**config.mk**
```make
export PLATFORM = sky130hd
export DESIGN_NAME = lfsr_shifter
export DESIGN_NICKNAME = d
export VERILOG_FILES = /design/src/rtl/lfsr_shifter.sv
export SDC_FILE = /design/constraint.sdc
export NUM_CORES = 1
export LEC_CHECK = 0
export ABC_AREA = 1
export ABC_CLOCK_PERIOD_IN_PS = 1900
export CAP_MARGIN = 20
export CORE_ASPECT_RATIO = 0.8
export CORE_UTILIZATION = 35
export DETAILED_ROUTE_END_ITERATION = 8
export HOLD_SLACK_MARGIN = 0.02
export PLACE_DENSITY = 0.68
export SYNTH_ARGS = -nofsm -noshare
export SYNTH_HDL_FRONTEND = slang
export SYNTH_SLANG_ARGS = --single-unit
```
**constraint.sdc**
```tcl
create_clock -name clk -period 1.9 [get_ports clk]
set_input_delay 0.285 -clock clk [delete_from_list [all_inputs] [get_ports clk]]
set_output_delay 0.285 -clock clk [all_outputs]
set_load 0.01 [all_outputs]
```
**src/rtl/lfsr_shifter.sv**
```systemverilog
// Prescaled LFSR / rotator with synchronised injection inputs and parallel load.
// Optional lock-up escape reseed is enabled by defining LFSR_SHIFTER_ESCAPE_EN.
module lfsr_shifter #(
  parameter int unsigned    WIDTH = 32,
  parameter int unsigned    OUT_W = 8,
  parameter int unsigned    NIN   = 8,
  parameter int unsigned    DIV_W = 21,
  parameter logic [WIDTH-1:0] SEED = WIDTH'(171)
) (
  input  logic             clk,
  input  logic             rst_n,
  input  logic [1:0]       mode,
  input  logic [DIV_W-1:0] rate,
  input  logic [WIDTH-1:0] taps,
  input  logic [NIN-1:0]   inj,
  input  logic             load,
  input  logic [WIDTH-1:0] load_data,
  output logic [OUT_W-1:0] data,
  output logic             serout,
  output logic             tick_o,
  output logic             lockup_o
);

  logic [WIDTH-1:0] shifter_q, shifter_d;
  logic [DIV_W-1:0] cnt_q, cnt_d;
  logic [NIN-1:0]   inj_meta_q, inj_s_q;
  logic             tick_q, tick_d;
  logic             tick;
  logic             fb;
  logic             escape;
  logic             lockup_d;

  assign tick = (cnt_q >= rate);

  always_comb begin
    fb = 1'b0;
    case (mode)
      2'b01:   fb = (^(shifter_q & taps)) ^ (^inj_s_q);
      2'b10:   fb = shifter_q[WIDTH-1];
      2'b11:   fb = ^inj_s_q;
      default: fb = 1'b0;
    endcase
  end

`ifdef LFSR_SHIFTER_ESCAPE_EN
  assign escape = (mode == 2'b01) && (shifter_q == '0) && !fb;
`else
  assign escape = 1'b0;
`endif

  // Load wins over a tick and restarts the prescaler.
  always_comb begin
    shifter_d = shifter_q;
    cnt_d     = cnt_q + DIV_W'(1);
    tick_d    = 1'b0;
    lockup_d  = 1'b0;
    if (load) begin
      shifter_d = load_data;
      cnt_d     = '0;
    end else if (tick) begin
      cnt_d  = '0;
      tick_d = 1'b1;
      if (escape) begin
        shifter_d = SEED;
        lockup_d  = 1'b1;
      end else if (mode != 2'b00) begin
        shifter_d = {shifter_q[WIDTH-2:0], fb};
      end
    end
  end

  always_ff @(posedge clk or negedge rst_n) begin
    if (!rst_n) begin
      shifter_q  <= SEED;
      cnt_q      <= '0;
      inj_meta_q <= '0;
      inj_s_q    <= '0;
      tick_q     <= 1'b0;
    end else begin
      shifter_q  <= shifter_d;
      cnt_q      <= cnt_d;
      inj_meta_q <= inj;
      inj_s_q    <= inj_meta_q;
      tick_q     <= tick_d;
    end
  end

`ifdef LFSR_SHIFTER_ESCAPE_EN
  logic lockup_q;

  always_ff @(posedge clk or negedge rst_n) begin
    if (!rst_n) begin
      lockup_q <= 1'b0;
    end else begin
      lockup_q <= lockup_d;
    end
  end

  assign lockup_o = lockup_q;
`else
  logic unused_lockup;
  assign unused_lockup = lockup_d;
  assign lockup_o      = 1'b0;
`endif

  assign data   = shifter_q[OUT_W-1:0];
  assign serout = shifter_q[WIDTH-1];
  assign tick_o = tick_q;

endmodule

```
# Yosys cells after proc, flatten, opt, wreduce, memory -nomap -nowiden
# Cells that the tools add are included.
# word_totals
inputBits,98
out_inout_bits,11
reg_bits,70
word_cells,26
# classes
n_lt_le_gt_ge,1
addsub,1
n_eq_ne,3
muxes,8
n_reduce_logical,6
bitwise_logic,2
# ops
cell,count
two-way mux 32 bit,3
two-way mux 21 bit,2
bitwise AND 32 bit,1
parity 32 bit,1
"adder 21 x 1 -> 21 bit, second input constant",1
>= comparator 21 bit,1
parity 8 bit,1
nonzero test 2 bit,3
"== test 2 bit, second input constant",2
case mux 1 bit (3 select lines),1
"== test 2 x 1 -> 1 bit, second input constant",1
two-way mux 1 bit,2
AND reduction 2 bit,1
XOR 1 bit,1

# Logic depth before layout (Yosys ltp)
# depth
word_depth,7
depth_mapped,19
ltp_nobuf,19

# Worst setup path before layout
# Ideal clock, no wire load.
# synth_timing
path_type,flip-flop to flip-flop
startpoint,register cnt_q[6]
endpoint,register cnt_q[10]
required_time_ps,1812
period_less_slack_ps,1966
n_path_buf,2
stages_incl_launch_ff,12
slack_ps,-66
setup_ps,88
arrival_ps,1878
path_cell_list,dfrtp_1 -> ha_1 -> a21oi_1 -> o31ai_1 -> nand2_1 -> nand3_1 -> nand2_1 -> nand4_1 -> or2_1 -> buf_4 -> buf_2 -> nor3b_1
# synth_via
elab_chain_cells,3
word_cells_on_any_way,4
cone_classes,1 x add/sub; 1 x order compare; 2 x mux
# synth_rtl
element,line_no,rtl
from (decl),25,"logic [DIV_W-1:0] cnt_q, cnt_d;"
from (signal assigned),81,cnt_q <= cnt_d;
adder 21 x 1 -> 21 bit / >= comparator 21 bit (equally long branches),"54, 33",
two-way mux 21 bit (*),60,end else if (tick) begin
two-way mux 21 bit (*),57,if (load) begin
via cnt_d[10],25,
# Mark *: on every way through the listed nets, which the timed path passes. The rest lies on a longest branch.
# A chain may end at the register's enable or synchronous reset.

# Worst setup path in the final report
# layout_timing
startpoint,register cnt_q[18]
endpoint,register cnt_q[10]
# layout_via
elab_chain_cells,3
# layout_rtl
element,line_no,rtl
>= comparator 21 bit,33,assign tick = (cnt_q >= rate);
two-way mux 21 bit,60,
two-way mux 21 bit,57,
via cnt_d[10],25,
# The timed path passes the listed nets, and every way through them passes these cells.

==> metrics.md <==
| Metric | Value |
|---|---|
| Status | complete, but fails checks |
| Failing checks | negative setup slack |
| CP Capture Type | flop |
| Initial antenna violation count | 1 |
| DR pass1 iterations | 5 |
| Clk_skew | ~0.0051 ns |
| Routed wl met3 | 628 µm |
| Site row count | 36 |
| Critical path startpoint | cnt_q[18]$_DFF_PN0_ |
| # DRC | 0 |
| Area Overhead vs Synth | 45.78% |
| Arrival @ worst endpoint | 2.32 ns |
| First-pass GRT wire length | 20,820 µm |
| TritonCTS clock tree | built |
| Avg Vias per Cell | around 4.7 |
| Total number of vias | 4,434 |
| RSZ-0062 raised after global routing | true |
| Post-route total power | 0.004472 W |
| Starting Density | 0.3665 |
| Ys async rst share | 1.000 |
| Compound-cell area share of the yosys netlist | 0.07607 |
| Worst min path class | reg2reg |
| N_diodes | 0 |
| Num CTS Buffers | 9 |
| Gate Count Post-Synth | about 620 |
| # clock sinks | 70 |
| Crit Path Class | reg2reg |
| Count leader, synth | nand2_1 |
| ANT nets after route | 0 |
| Register area share after synthesis | 0.3873 |
| Area leader, netlist | dfrtp_1 |
| Adder-cell share of the synthesized area | 0.06064 |
| LEAKAGE | about 3.3 nW |
| Clock transition at path regs | 0.06 ns |
| CP Launch Type | flop |
| Reg-to-Reg Start | cnt_q[18]$_DFF_PN0_ |
| Post-synth top area share | 0.3583 |
| XOR/XNOR Fraction of Synth Area | 0.03087 |
| Clock root cell | clkbuf_16 |
| Core Area | 12,390 µm² |
| Largest net degree at the start of global routing | 28 |
| Hold violation total from the final report | 0 |
| Met1 Routed Length | 5714 µm |
| Post-synth EDFFs | 0 |
| Top routing layer in use | met4 |
| Worst VDD drop | 0.4193 mV |
| Nets | 880 |
| Synth Area in Simple Gates | 0.3423 |
| Max-cap violations | 0 |
| Share of cells above drive strength 1 | 0.1595 |
| Top_reg_cell synth | dfrtp_1 |
| Clk Latency, worst-skew pair | 0.33 ns |
| Period utilization | 1.114 |
| Worst Path Max Fanout | 21 |
| Mean post-synth cell area | around 7.3 µm² |
| Synth top area cells | dfrtp_1 (36%), nand2_1 (22%), ha_1 (6.1%) |
| Grt ovf | 0 |
| Hpwl dp | between 9000 and 10,000 µm |
| Mapped cell area | 4539 µm² |
| Fmax | 0.4726 GHz |
| I/O Pins | 109 |
| Net count after synthesis | around 740 |
| Hold Crit Start | inj_meta_q[4]$_DFF_PN0_ |
| 1st-iter DRT viols | roughly 150 |
| Port bufs | 107 |
| Pwr dens | 675.8 nW/µm² |
| Die Ht | 103.9 µm |
| Number of global-route vias before repair | 4,464 |
| Die Wd | 129.3 µm |
| Mux contribution to synthesized area | 0.004410 |
| Synth top cells by count | nand2_1 (265), inv_1 (73), dfrtp_1 (65), nor2_1 (28), a22oi_1 (27) |
| Synthesized flop and latch total | 70 |
| CP required | 2.10 ns |
| Setup violators final | 53 |
| Die footprint | 13,430 µm² |
| Routed length per instance | roughly 13 µm |
| Pins Over Slew Limit | 0 |
| Largest family of logic cells by synthesized area | simple AND/OR/NAND/NOR gates |
| Detail Route met2 WL | approximately 5800 µm |
| Final GP Congestion | 0.8408 |
| WL final | 12,390 µm |
| Bufs on Longest Clock Path | 2 |
| Total Routing Usage GR | 0.1977 |
| Crit path time final | about 2.1 ns |
| Worst hold margin | 0.3463 ns |
| H-Tree Depth | 3 |
| Final worst slack | -0.2157 ns |
| Yosys warns | 0 |
| Yosys cell types | 39 |
-- routing by layer --
| metal | GRT usage | up-vias |
|---|---|---|
| li1 | - | 2243 |
| met1 | 0.2617 | 2088 |
| met2 | 0.3199 | 90 |
| met3 | 0.04424 | 13 |
| met4 | 0.05882 | 0 |
| met5 | 0 | - |
-- repair_timing --
| item | in CTS | in global routing |
|---|---|---|
| gates resized for setup | 38 | 11 |
| hold buffers | 1 | 0 |
| endpoints found under the setup margin | 53 | 53 |
| setup buffers | 1 | 1 |
| cloned | 3 | 0 |
| pin swaps | 4 | 5 |
| endpoints found under the hold margin | 24 | 0 |
-- path summary, 6_finish.rpt --
path | slack [ns] | end | cells past startpoint
min reg2reg | 0.35 | inj_s_q[4]$_DFF_PN0_ | 0
max in group asynchronous | 0.76 | shifter_q[3]$_DFFE_PN1P_ | 3
max | -0.22 | cnt_q[10]$_DFF_PN0_ | 9
min | 0.35 | inj_s_q[4]$_DFF_PN0_ | 0
max reg2reg | -0.22 | cnt_q[10]$_DFF_PN0_ | 9
min in group asynchronous | 0.42 | cnt_q[17]$_DFF_PN0_ | 2
-- layout make-up --
cell class              count  area [µm²]
clock buffers               9       225.2
clock inverters             7       97.59
fillers                  1129        5769
inverters                  77       299.0
multi-input cells         455        2608
flip-flops and latches     70        1759
well taps                 171       214.0
repair buffers            147        1415
-- metrics by stage --
stage	setup TNS, ns	cells	cell area (µm²)	setup WS, ns	util
floorplan	-0.01474	623	4644	-0.006243	-
global placement	-30.02	914	6045	-0.6350	0.4880
detailed placement	-33.54	914	6045	-0.7114	0.4880
CTS	-7.994	935	6571	-0.1768	0.5305
global route	-17.03	936	6618	-0.3565	0.5342
finish	-10.19	936	6618	-0.2157	0.5342
-- logic make-up after synthesis --
| group | count (synthesis) |
|---|---|
| buf+inv | 99 |
| flops | 70 |
| compound gates | 52 |
| mux | 2 |
| other cells | 1 |
| fa+ha+maj | 22 |
| xor+xnor | 16 |
| simple gates | 361 |
-- cells in the final DEF (no fill, tap or decap), types with 7 or more instances in the layout --
master           netlist  routed
nand2_1              265     261
clkdlybuf4s50_1        0     103
inv_1                 73      68
dfrtp_1               65      64
buf_4                 12      35
nor2_1                28      28
nand3_1               25      25
a22oi_1               27      18
ha_1                  22      11
ha_4                   0      11
a21oi_1               13      10
xnor2_1                9       9
a22oi_2                0       9
clkbuf_16              0       9
nand4_1                8       8
inv_2                  4       7
nand2_2                4       7
nor3_1                 8       7
xor2_1                 7       7
-- state kept, by name (all words and copies together) (netlist names) --
name	flops
tick_o	1
inj_s_q	8
cnt_q	21
inj_meta_q	8
shifter_q	32
-- critical path, cell delays in order, from the launching register on --
cell	delay, ns
dfrtp_1	0.43
ha_4	0.31
inv_4	0.04
nor3_4	0.17
nor3b_4	0.25
nand4_1	0.12
nand4_1	0.13
or2_4	0.23
buf_6	0.23
nor3b_2	0.07
-- report_power, final --
part / switching (W) / leakage (nW) / total (W) / internal (W)
Combinational: 0.000496 / 2.27 / 0.000965 / 0.000469
Sequential: 0.0000937 / 0.867 / 0.00169 / 0.00160
Clock: 0.000661 / 0.152 / 0.00181 / 0.00115
Total: 0.00125 / 3.29 / 0.00447 / 0.00322
Power figures use the tool's default switching activity.
